### src/rtl/credit_display_encoder.sv
// Converts a 14-bit credit/price amount into four active-low 7-segment digit patterns
// using a sequential double-dabble conversion followed by a single encode cycle.
module credit_display_encoder (
   input  logic        clk,
   input  logic        reset,
   input  logic [13:0] value,
   input  logic        load,
   input  logic        blank_lz,
   output logic        busy,
   output logic        done,
   output logic [6:0]  seg0,
   output logic [6:0]  seg1,
   output logic [6:0]  seg2,
   output logic [6:0]  seg3
);

   localparam logic [6:0] SegBlank = 7'b1111111;
   localparam logic [6:0] SegDash  = 7'b1111110;
   localparam logic [3:0] LastShift = 4'd13;

   typedef enum logic [1:0] {StIdle, StConvert, StEncode} state_t;

   state_t            state_q, state_d;
   logic [13:0]       bin_q, bin_d;
   logic [15:0]       bcd_q, bcd_d;
   logic [3:0]        cnt_q, cnt_d;
   logic              blank_q, blank_d;
   logic              ovf_q, ovf_d;
   logic              done_q, done_d;
   logic [3:0][6:0]   seg_q, seg_d;
   logic [15:0]       bcd_adj;
   logic              leading;

   // Segment order is {a,b,c,d,e,f,g}, a lit segment is 0.
   function automatic logic [6:0] digit_seg(input logic [3:0] d);
      logic [6:0] s;
      unique case (d)
         4'd0:    s = 7'b0000001;
         4'd1:    s = 7'b1001111;
         4'd2:    s = 7'b0010010;
         4'd3:    s = 7'b0000110;
         4'd4:    s = 7'b1001100;
         4'd5:    s = 7'b0100100;
         4'd6:    s = 7'b0100000;
         4'd7:    s = 7'b0001111;
         4'd8:    s = 7'b0000000;
         4'd9:    s = 7'b0000100;
         default: s = SegDash;
      endcase
      return s;
   endfunction

   always_comb begin
      for (int i = 0; i < 4; i++) begin
         if (bcd_q[i*4 +: 4] >= 4'd5) begin
            bcd_adj[i*4 +: 4] = bcd_q[i*4 +: 4] + 4'd3;
         end else begin
            bcd_adj[i*4 +: 4] = bcd_q[i*4 +: 4];
         end
      end
   end

   always_comb begin
      state_d = state_q;
      bin_d   = bin_q;
      bcd_d   = bcd_q;
      cnt_d   = cnt_q;
      blank_d = blank_q;
      ovf_d   = ovf_q;
      done_d  = 1'b0;
      seg_d   = seg_q;
      leading = 1'b0;
      unique case (state_q)
         StIdle: begin
            if (load) begin
               bin_d   = value;
               blank_d = blank_lz;
               ovf_d   = (value > 14'd9999);
               bcd_d   = '0;
               cnt_d   = '0;
               state_d = StConvert;
            end
         end
         StConvert: begin
            {bcd_d, bin_d} = {bcd_adj, bin_q} << 1;
            cnt_d = cnt_q + 4'd1;
            if (cnt_q == LastShift) begin
               state_d = StEncode;
            end
         end
         StEncode: begin
            // Blank zeros from the left until the first nonzero digit; digit0 always shows.
            leading = blank_q;
            for (int i = 3; i >= 1; i--) begin
               if (leading && (bcd_q[i*4 +: 4] == 4'd0)) begin
                  seg_d[i] = SegBlank;
               end else begin
                  leading  = 1'b0;
                  seg_d[i] = digit_seg(bcd_q[i*4 +: 4]);
               end
            end
            seg_d[0] = digit_seg(bcd_q[3:0]);
            if (ovf_q) begin
               seg_d = {4{SegDash}};
            end
            done_d  = 1'b1;
            state_d = StIdle;
         end
         default: state_d = StIdle;
      endcase
   end

   always_ff @(posedge clk) begin
      if (reset) begin
         state_q <= StIdle;
         bin_q   <= '0;
         bcd_q   <= '0;
         cnt_q   <= '0;
         blank_q <= 1'b0;
         ovf_q   <= 1'b0;
         done_q  <= 1'b0;
         seg_q   <= {4{SegBlank}};
      end else begin
         state_q <= state_d;
         bin_q   <= bin_d;
         bcd_q   <= bcd_d;
         cnt_q   <= cnt_d;
         blank_q <= blank_d;
         ovf_q   <= ovf_d;
         done_q  <= done_d;
         seg_q   <= seg_d;
      end
   end

   assign busy = (state_q != StIdle);
   assign done = done_q;
   assign seg0 = seg_q[0];
   assign seg1 = seg_q[1];
   assign seg2 = seg_q[2];
   assign seg3 = seg_q[3];

endmodule

### config.mk
export PLATFORM = sky130hd
export DESIGN_NAME = credit_display_encoder
export DESIGN_NICKNAME = d
export VERILOG_FILES = /design/src/rtl/credit_display_encoder.sv
export SDC_FILE = /design/constraint.sdc
export NUM_CORES = 1
export LEC_CHECK = 0
export BUFFER_PORTS_ARGS = -buffer_cell sky130_fd_sc_hd__buf_2
export CAP_MARGIN = 40
export CORE_MARGIN = 4
export CORE_UTILIZATION = 63
export DETAILED_ROUTE_END_ITERATION = 10
export HOLD_SLACK_MARGIN = 0.05
export PLACE_DENSITY = 0.95
export SETUP_SLACK_MARGIN = 0.05
export SKIP_CTS_REPAIR_TIMING = 1
export SLEW_MARGIN = 20
export SYNTH_ARGS = -nofsm -noshare
export SYNTH_HDL_FRONTEND = slang
export SYNTH_SLANG_ARGS = --single-unit
### constraint.sdc
create_clock -name clk -period 6.11 [get_ports clk]
set_clock_uncertainty 0.05 [all_clocks]
set_input_delay 0.3055 -clock clk [delete_from_list [all_inputs] [get_ports clk]]
set_output_delay 0.3055 -clock clk [all_outputs]
set_load 0.005 [all_outputs]
-- After elaboration in Yosys (flattened, before gate mapping)
Memory sizes are Yosys's and may differ from the RTL's. A register that Yosys moved wholly into a read port is not among the register bits.
Index checks and enable logic that the tools add are counted.
W data, S select, Z words.
- order comparisons: 5
- shift-type cells: 0
- equality and inequality tests: 5
- mux-type cells: 30
- bitwise logic cells: 0
- $add $sub $neg: 5
- multipliers: 0
- reduce and logical (&&, ||, !) cells: 12
- div/mod/pow operators: 0
- operators with widths (operator ; count):
    $mux W4 ; 12
    $pmux W16 S2 ; 1
    $mux W28 ; 1
    $pmux W14 S2 ; 1
    $mux W7 ; 3
    $ge A4 B3 Y1 const B ; 4
    $mux W16 ; 1
    $gt A14 B14 Y1 const B ; 1
    $mux W14 ; 1
    $add A4 B2 Y4 const B ; 3
    $logic_not A4 Y1 ; 3
    $pmux W4 S2 ; 1
    $reduce_and A2 Y1 ; 3
    $mux W1 ; 5
    $add A4 B1 Y4 const B ; 1
    $eq A4 B4 Y1 const B ; 1
    $mux W2 ; 2
    $ne A2 B2 Y1 const B ; 2
    $pmux W2 S2 ; 1
    $reduce_bool A2 Y1 ; 2
    $add A3 B2 Y3 const B ; 1
    $logic_and A1 B1 Y1 ; 3
    $mux W3 ; 1
    $eq A2 B1 Y1 const B ; 1
    2 further kinds ; 2
- output and inout bits: 30
- bits in writable memories: 0
- memories kept: 4
- flip-flop bits (word level): 67
- input port bits: 18
- ROM bits: 448
- latch bits: 0
- memory list (memory ; words ; width ; read ports ; clocked after Yosys merged registers in ; write ports ; line ; source):
    (no name shown) ; 16 ; 7 ; 1 ; 1 ; 0 ; 37 ; unique case (d)
    (no name shown) ; 16 ; 7 ; 1 ; 1 ; 0 ; 37 ;
    (no name shown) ; 16 ; 7 ; 1 ; 1 ; 0 ; 37 ;
    (no name shown) ; 16 ; 7 ; 1 ; 1 ; 0 ; 37 ;

-- Logic depth before layout (Yosys ltp)
Gate-level depths: netlist of the first run.
- depth after elaboration: 10
- gate-level depth with buffers: 12

-- Worst setup path before layout of the first run
No wires, ideal clock.
- path kind: flip-flop to flip-flop
- from: register bcd_q[9]
- to: register with a tool-made name
- arrival time: 2.106 ns
- required time: 5.919 ns
- setup time: 0.141 ns
- slack: 3.813 ns
- stages on the path, launching flop included: 11
- cells stage by stage: dfxtp_1 -> inv_1 -> ha_1 -> nand2b_1 -> a21oi_1 -> xnor2_1 -> a22oi_1 -> ha_1 -> and2_1 -> nor2_1 -> o22ai_1
- RTL lines (item ; line ; source):
    from (decl) ; 25 ; logic [15:0] bcd_q, bcd_d;
    from (signal assigned) ; 117 ; bcd_q <= '0;
    from (signal assigned) ; 126 ; bcd_q <= bcd_d;

==> results of run 1 <==
final cells by class:
cell class	count	area [sq um]
Inverter	32	123
Fill cell	485	1840
Clock buffer	9	124
Multi-Input combinational cell	367	2410
Clock inverter	7	83.8
Tap cell	96	120
Timing Repair Buffer	54	303
Sequential cell	95	1900
tightest hold or removal path, delay by kind of cell:
| kind | cells | cell delay (ns) |
|---|---|---|
| buf+inv | 1 | 0.08 |
| simple gates | 1 | 0.07 |
| compound gates | 1 | 0.05 |
metrics by stage:
step	power [W]	cell area [sq um]	utilization	setup slack (ns)
2_1_floorplan	0.000707	4560	-	3.81
3_3_place_gp	0.000722	4810	0.696	2.94
3_5_place_dp	0.000729	4840	0.701	2.99
4_1_cts	0.00116	5050	0.731	2.97
5_1_grt	0.00120	5070	0.734	2.81
6_report	0.00116	5070	0.734	3.11
placed cells by master, fill, tap and decap left out, drive strengths merged, types with 2 or more instances in the layout:
cell     Yosys  final
a2111oi      2      2
inv         32     37
dfxtp       95     95
o22ai       25     25
and2         4      4
a22o         3      3
a211oi       5      5
a311oi       2      2
and3         2      2
a31o         3      3
nor4bb       3      3
nand2b      35     35
a22oi        8      8
nand4        2      2
nor2        65     65
nand2       30     30
nor3        20     20
clkbuf      14     10
o21ai       15     15
a21o         2      2
or2          2      2
buf         12     53
nor2b       16     16
a21oi       41     41
xnor2        2      2
nand3        5      5
o21a         2      2
mux2         2      2
a31oi        3      3
mux2i       11     11
nor3b        2      2
ha          37     37
path summary, 6_finish.rpt:
check                           cells past startpoint        to       start
worst max-delay path                               10      flop  state_q[1]
worst min register to register                      2   seg1[2]        flop
worst max register to register                     10      flop  state_q[1]
worst min-delay path                                3  bin_q[0]    value[0]
where the power goes:
group          internal, W  leakage, nW  switching (W)   total, W
registers         0.000631        0.771     0.00000787   0.000639
clock network     0.000198        0.103       0.000242   0.000440
logic            0.0000319         1.29      0.0000463  0.0000782
total             0.000861         2.17       0.000296    0.00116
cells by family (layout without fill, tap and decap cells):
logic type | count (synthesis) | count (layout)
buf+inv | 58 | 102
mux | 13 | 13
compound gates | 124 | 124
fa+ha+maj | 37 | 37
flops | 95 | 95
xor+xnor | 2 | 2
simple gates | 191 | 191
metal layers:
metal,up-vias,GRT usage,routed length [um]
met2,127,0.438,5170
met4,0,0.0977,228
met1,1812,0.280,4270
li1,1866,-,-
met5,-,0,0
met3,22,0.0595,609
==> results_dict.tcl, run 1 <==
set metrics [dict create \
    grt_pass1_vias 3702 \
    core_sq_mm 0.00691 \
    drt_pass1_iterations 5 \
    tightestPinTransition_ns 0.749 \
    timing.critical_path.required_ns 6.30 \
    synth_xor_area_frac 0.00385 \
    setup.worst_path.start_class "flop" \
    syn_inst 520 \
    clock_tree_from_tritoncts "built" \
    io_buffers 47 \
    cts_root_buffer "clkbuf_8" \
    outcome "completed" \
    clock-sinks 95 \
    syn-num-nets 575 \
    synthTopCellsByCount "95 x dfxtp_1, 64 x nor2_1, 41 x a21oi_1" \
    finalWirelength_mm 10.3 \
    timing.critical_path.mode_cell "nor2_1" \
    min-delay-path-class "input pin to flop" \
    finalSetupViolations 0 \
    wire_per_inst_um 15.6 \
    crit_path_end_kind "flop" \
    timing.setup.critical_path_class "flop to flop" \
    antenna_found_initial 0 \
    total_negative_setup_slack_ns 0 \
    path_cells "o21ba_2 > nor2_1 > buf_4 > nand2_1 > o21ai_0 > inv_1 > ha_1 > and2_1 > nor2_1 > o22ai_1" \
    critical-path-top-delay-family "flip-flops" \
    grt_use_total 0.245 \
    synth_top_cells_by_area "dfxtp_1 42%, ha_1 10%, nor2_1 5.3%" \
    drc 0 \
    die_h_um 93.0 \
    yosys_warnings 0 \
    htree_num_levels 3 \
    first_iter_violations 248 \
    unrepaired_setup_endpoints_after_global_routing "no" \
    ir_worst_vdd_mv 0.153 \
    die_width_um 93.0 \
    n_antenna_cell 0 \
    dieArea_sq_mm 0.00866 \
    detail-route-antenna-nets 0 \
    cts_bufs_inserted 9 \
    cts.clk_slew.worst_paths_ns 0.10 \
    initial_core_util 0.660 \
    synth.lib_cells_used.distinct 61 \
    fmax_mhz 334 \
    synthDominantCellAreaShare 0.417 \
    maxSlewViolCount 0 \
    synth.mux.area_fraction 0.0291 \
    crit_arrival_ns 3.19 \
    max_slew_margin 0.499 \
    via_per_inst 5.80 \
    postSynthRegisterBits 95 \
    p_per_area_mw_per_mm2 228 \
    nets 614 \
    main_combinational_cell_family_by_area_after_synthesis "simple AND/OR/NAND/NOR gates" \
    rows 30 \
    yosys.cell_count.top_type "dfxtp_1" \
    postSynth.topFlopCell "dfxtp_1" \
    grt_start_max_net_pins 52 \
    final-hold-violation-count 0 \
    max_cap_violations 0 \
    power.leakage_nw 2.17 \
    synthesized_area_fraction_occupied_by_adder_cells 0.102 \
    clock_latency_ns 0.38 \
    grt_pass1_wl_mm 17.0 \
    count_of_placed_standard_cells_in_the_final_layout_fillers_left_out 660 \
    io_pins 48 \
    synth_seq_area_share 0.417 \
    finalCriticalPeriod_ns 3.00 \
    synthToLayoutAreaGrowth_pct 11.2 \
    synth_compound_gate_area_share 0.184 \
    syn_avg_cell_area_sq_um 8.76 \
    cts.path.max_buffers 2 \
    crit_path_max_incr_delay_ns 0.71 \
    critical_path_buf_inv_count 2 \
    synth-edff-count 0 \
    netlist.top_cell.by_area "dfxtp_1" \
    place_inst 641 \
    setup.reg_to_reg.worst_slack_ns 3.11 \
    post_synth_and_or_nand_nor_area_fraction 0.211 \
    finalWeightedCongestion 0.891 \
    ys_async_sr_fraction 0 \
    mappedNetlistArea_sq_mm 0.00456 \
    post_route_cells_drive_above_1_share 0.160 \
    worst_hold_slack_ns 0.110 \
    grt_overflow 0 \
    critical-path-slowest-cell "dfxtp_1" \
    via_count 3827 \
    detailed_place_hpwl_mm 6.95 \
    fin_crit_sh 0.490 \
    worstPathMaxFanout 20 \
]
(Power assumes the default switching activity.)
==> run 2: changes to the inputs <==
- CORE_UTILIZATION: 63 -> 59
- PLACE_DENSITY: 0.95 -> 0.91
- clock period: 6.11 -> 3 ns (I/O delays scaled with it)
==> results_dict.tcl, run 2 (same netlist as run 1, synthesis figures left out) <==
set metrics [dict create \
    p_per_area_mw_per_mm2 469 \
    worstSetupStartpoint "bcd_q[9]" \
    combPwrFrac 0.069 \
    post_route_cells_drive_above_1_share 0.166 \
    netSwitchingPower_w 0.000578 \
    final-hold-violation-count 0 \
    detailed_place_hpwl_mm 7.32 \
    wire_per_inst_um 15.4 \
    path_cells "inv_1 > ha_1 > nand2b_1 > a21oi_1 > xnor2_1 > a22oi_1 > inv_1 > ha_1 > nor3_1 > a21oi_1" \
    critical-path-slowest-cell "a22oi_1" \
    timing.critical_path.required_ns 3.15 \
    io_pins 48 \
    area_occupied_by_registers_sq_mm 0.00190 \
    multiInputGateArea_sq_mm 0.00241 \
    worst_hold_slack_ns 0.146 \
    whs_path_depth 5 \
    tightestPinTransition_ns 0.981 \
    first_iter_violations 205 \
    finalWirelength_mm 10.3 \
    ir_worst_vdd_mv 0.316 \
    critical-path-top-delay-family "compound AO/OA/AOI/OAI gates" \
    finalCriticalPeriod_ns 2.69 \
    drt_pass1_iterations 6 \
    r2r.worst_path.cells 10 \
    crit_path_max_incr_delay_ns 0.58 \
    fin_crit_sh 0.898 \
    critical_path_buf_inv_count 2 \
    outcome "completed" \
    grt_start_max_net_pins 28 \
    fmax_mhz 371 \
    max_cap_violations 0 \
    antenna_found_initial 0 \
    synthToLayoutAreaGrowth_pct 12.9 \
    crit_path_end_kind "flop" \
    sw_ratio 0.240 \
    detail-route-antenna-nets 0 \
    cts_root_buffer "clkbuf_8" \
    drc 0 \
    rows 31 \
    design_internal_power_w 0.00183 \
    unrepaired_setup_endpoints_after_global_routing "no" \
    power.leakage_nw 2.21 \
    worstPathMaxFanout 9 \
    finalWeightedCongestion 0.877 \
    n_antenna_cell 0 \
    dieArea_sq_mm 0.00919 \
    clock_latency_ns 0.37 \
    cts.path.max_buffers 2 \
    power.share.sequential 0.540 \
    io_buffers 47 \
    layout.filler_cells 558 \
    cts.clk_slew.worst_paths_ns 0.10 \
    min_to "bin_q[2]" \
    htree_num_levels 3 \
    grt_use_total 0.238 \
    finalSetupViolations 0 \
    clock-sinks 95 \
    hold_start "value[2]" \
    total_negative_setup_slack_ns 0 \
    post-route-worst-setup-slack_ns 0.307 \
    grt_pass1_vias 3785 \
    min-delay-path-class "input pin to flop" \
    die_width_um 95.9 \
    leading_cell_types_in_the_layout_fill_and_taps_excluded "95 x dfxtp_1, 64 x nor2_1, 47 x buf_2, 41 x a21oi_1, 37 x ha_1" \
    maxSlewViolCount 0 \
    core_sq_mm 0.00737 \
    timing.setup.critical_path_class "flop to flop" \
    crit_arrival_ns 2.85 \
    setup.reg_to_reg.worst_slack_ns 0.31 \
    nets 622 \
    setup.worst_path.start_class "flop" \
    critical_path.reg2reg.startpoint "bcd_q[9]" \
    power.clock.fraction 0.391 \
    initial_core_util 0.618 \
    clock_tree_from_tritoncts "built" \
    cts_bufs_inserted 9 \
    max_slew_margin 0.346 \
    mostFrequentLayoutCell "dfxtp_1" \
    die_h_um 95.9 \
    via_count 3886 \
    grt_overflow 0 \
    total_power_w 0.00241 \
    detailedPlace.worstSlack_ns 0.356 \
    grt_pass1_wl_mm 17.4 \
    via_per_inst 5.79 \
]
[run 2: final cells by class]
| class | instances | area share |
|---|---|---|
| Multi-Input combinational cell | 367 | 0.469 |
| Tap cell | 99 | 0.0241 |
| Inverter | 32 | 0.0238 |
| Clock buffer | 9 | 0.0241 |
| Timing Repair Buffer | 62 | 0.0691 |
| Sequential cell | 95 | 0.370 |
| Clock inverter | 7 | 0.0200 |
[run 2: power by group through the flow]
| stage | Sequential [W] | Clock [W] | Combinational (W) |
|---|---|---|---|
| after detailed placement | 0.00133 | 0 | 0.000159 |
| after global routing | 0.00130 | 0.00101 | 0.000185 |
| final | 0.00130 | 0.000944 | 0.000166 |
| after floorplan | 0.00133 | 0 | 0.000113 |
| after CTS | 0.00130 | 0.000949 | 0.000162 |
| after global placement | 0.00133 | 0 | 0.000152 |
[run 2: worst register-to-register path, stage by stage, from the launching register on]
cell and delay [ns]:
dfxtp_1 0.38, inv_1 0.11, ha_1 0.18, nand2b_1 0.13
a21oi_1 0.31, xnor2_1 0.10, a22oi_1 0.58, inv_1 0.21
ha_1 0.25, nor3_1 0.18, a21oi_1 0.07
[run 2: worst max path at each step]
stage	to	slack [ns]	depth (start not counted)
6_report	flop	0.31	10
5_1_grt	flop	0.05	10
4_1_cts	flop	0.34	10
3_5_place_dp	flop	0.36	10
3_3_place_gp	flop	0.51	10
2_1_floorplan	flop	0.70	10
[run 2: metrics by stage]
stage,area (sq um),cells,utilization
6_report,5140,671,0.698
5_1_grt,5140,671,0.698
4_1_cts,5110,668,0.694
3_5_place_dp,4890,652,0.663
3_3_place_gp,4890,652,0.663
2_1_floorplan,4560,520,-
[run 2: metal layers]
| layer | routed length [um] | share of wire | global-route usage | vias to the layer above |
|---|---|---|---|---|
| li1 | - | - | - | 1891 |
| met1 | 4210 | 0.41 | 0.287 | 1817 |
| met2 | 5240 | 0.51 | 0.420 | 148 |
| met3 | 635 | 0.062 | 0.0430 | 30 |
| met4 | 223 | 0.022 | 0.0877 | 0 |
| met5 | 0 | 0 | 0 | - |
==> run 3: changes to the inputs <==
- CTS_BUF_LIST: not set -> sky130_fd_sc_hd__clkbuf_16
==> results_dict.tcl, run 3 (same netlist as run 1, synthesis figures left out) <==
set metrics [dict create \
    outcome "completed" \
    antenna_found_initial 0 \
    critical-path-top-delay-family "compound AO/OA/AOI/OAI gates" \
    detailed_place_hpwl_mm 7.32 \
    max_cap_violations 0 \
    crit_path_end_kind "flop" \
    clock-sinks 95 \
    timing.critical_path.required_ns 3.22 \
    crit_arrival_ns 2.85 \
    finalWirelength_mm 10.6 \
    total_power_w 0.00271 \
    tightestPinTransition_ns 0.951 \
    leading_cell_types_in_the_layout_fill_and_taps_excluded "95 x dfxtp_1, 64 x nor2_1, 47 x buf_2, 41 x a21oi_1, 37 x ha_1" \
    mostFrequentLayoutCell "dfxtp_1" \
    via_per_inst 5.84 \
    detail-route-antenna-nets 0 \
    clock_latency_ns 0.34 \
    finalWeightedCongestion 0.877 \
    io_buffers 47 \
    cts.path.max_buffers 2 \
    n_antenna_cell 0 \
    fin_area_sq_mm 0.00524 \
    max_slew_margin 0.366 \
    path_depth 10 \
    grt_pass1_wl_mm 17.8 \
    p_per_area_mw_per_mm2 518 \
    setup.reg_to_reg.worst_slack_ns 0.37 \
    drc 0 \
    timing.setup.critical_path_class "flop to flop" \
    htree_num_levels 3 \
    finalCriticalPeriod_ns 2.63 \
    wire_per_inst_um 15.9 \
    critical_path_buf_inv_count 2 \
    total_negative_setup_slack_ns 0 \
    worstSetupStartpoint "bcd_q[13]" \
    whs_path_depth 3 \
    nets 621 \
    grt_overflow 0 \
    critical_path.reg2reg.startpoint "bcd_q[13]" \
    cts_root_buffer "clkbuf_16" \
    die_width_um 95.9 \
    path_cells "inv_1 > ha_1 > nand2b_1 > a21o_1 > a211oi_2 > inv_1 > ha_1 > o21a_1 > o32a_1 > o21ai_0" \
    core_sq_mm 0.00737 \
    crit_path_max_incr_delay_ns 0.44 \
    ir_worst_vdd_mv 0.306 \
    grt_start_max_net_pins 28 \
    first_iter_violations 232 \
    cts.clk_slew.worst_paths_ns 0.07 \
    setup.worst_path.start_class "flop" \
    post_route_cells_drive_above_1_share 0.168 \
    maxSlewViolCount 0 \
    initial_core_util 0.618 \
    area_of_placed_instances_sq_mm 0.00489 \
    rows 31 \
    post-route-util 0.711 \
    unrepaired_setup_endpoints_after_global_routing "no" \
    power.leakage_nw 2.25 \
    grt_pass1_vias 3828 \
    clock_tree_from_tritoncts "built" \
    worstPathMaxFanout 6 \
    min-delay-path-class "input pin to flop" \
    drt_pass1_iterations 8 \
    dieArea_sq_mm 0.00919 \
    die_h_um 95.9 \
    io_pins 48 \
    via_count 3911 \
    fmax_mhz 380 \
    grt_use_total 0.245 \
    r2r.worst_path.cells 10 \
    critical-path-slowest-cell "a211oi_2" \
    finalSetupViolations 0 \
    synthToLayoutAreaGrowth_pct 15.0 \
    fin_crit_sh 0.878 \
    worst_hold_slack_ns 0.0437 \
    cts_bufs_inserted 9 \
    final-hold-violation-count 0 \
]
==> run 3: cell count changes in the layout (fill, tap and decap cells not counted), sizes merged <==
cell and change:
dlygate4sd3 -1
==> run 3: metrics by stage <==
stage / instances / worst slack (ns)
global placement: 652 / 0.513
detailed placement: 652 / 0.356
global route: 670 / 0.153
finish: 670 / 0.366
floorplan: 520 / 0.703
CTS: 668 / 0.266
==> run 3: tightest hold or removal path: stages <==
cell,delay (ns)
buf_2,0.11
nand2_1,0.05
a311oi_1,0.08
==> run 3: final cells by class <==
type / count / area [sq um]
repair buffers: 61 / 345
multi-input cells: 367 / 2420
fillers: 541 / 2130
inverters: 32 / 123
flip-flops and latches: 95 / 1900
well taps: 99 / 124
clock inverters: 7 / 103
clock buffers: 9 / 225
==> run 3: where the power goes <==
| part | switching (W) | internal (W) | total, W |
|---|---|---|---|
| Sequential | 0.0000167 | 0.00129 | 0.00130 |
| Clock | 0.000504 | 0.000741 | 0.00124 |
| Combinational | 0.0000959 | 0.0000685 | 0.000164 |
==> run 3: routing by layer <==
metal / GRT usage / share of wire
met1: 0.288 / 0.41
met2: 0.433 / 0.51
met3: 0.0414 / 0.057
met4: 0.114 / 0.026
met5: 0 / 0
==> run 3: worst min path at each step <==
| stage | start | end | slack, ns |
|---|---|---|---|
| 2_1_floorplan | blank_lz | blank_q | 0.24 |
| 3_3_place_gp | blank_lz | blank_q | 0.35 |
| 3_5_place_dp | blank_lz | blank_q | 0.36 |
| 4_1_cts | blank_lz | blank_q | 0.006 |
| 5_1_grt | value[13] | bin_q[13] | 0.05 |
| 6_report | value[13] | bin_q[13] | 0.04 |
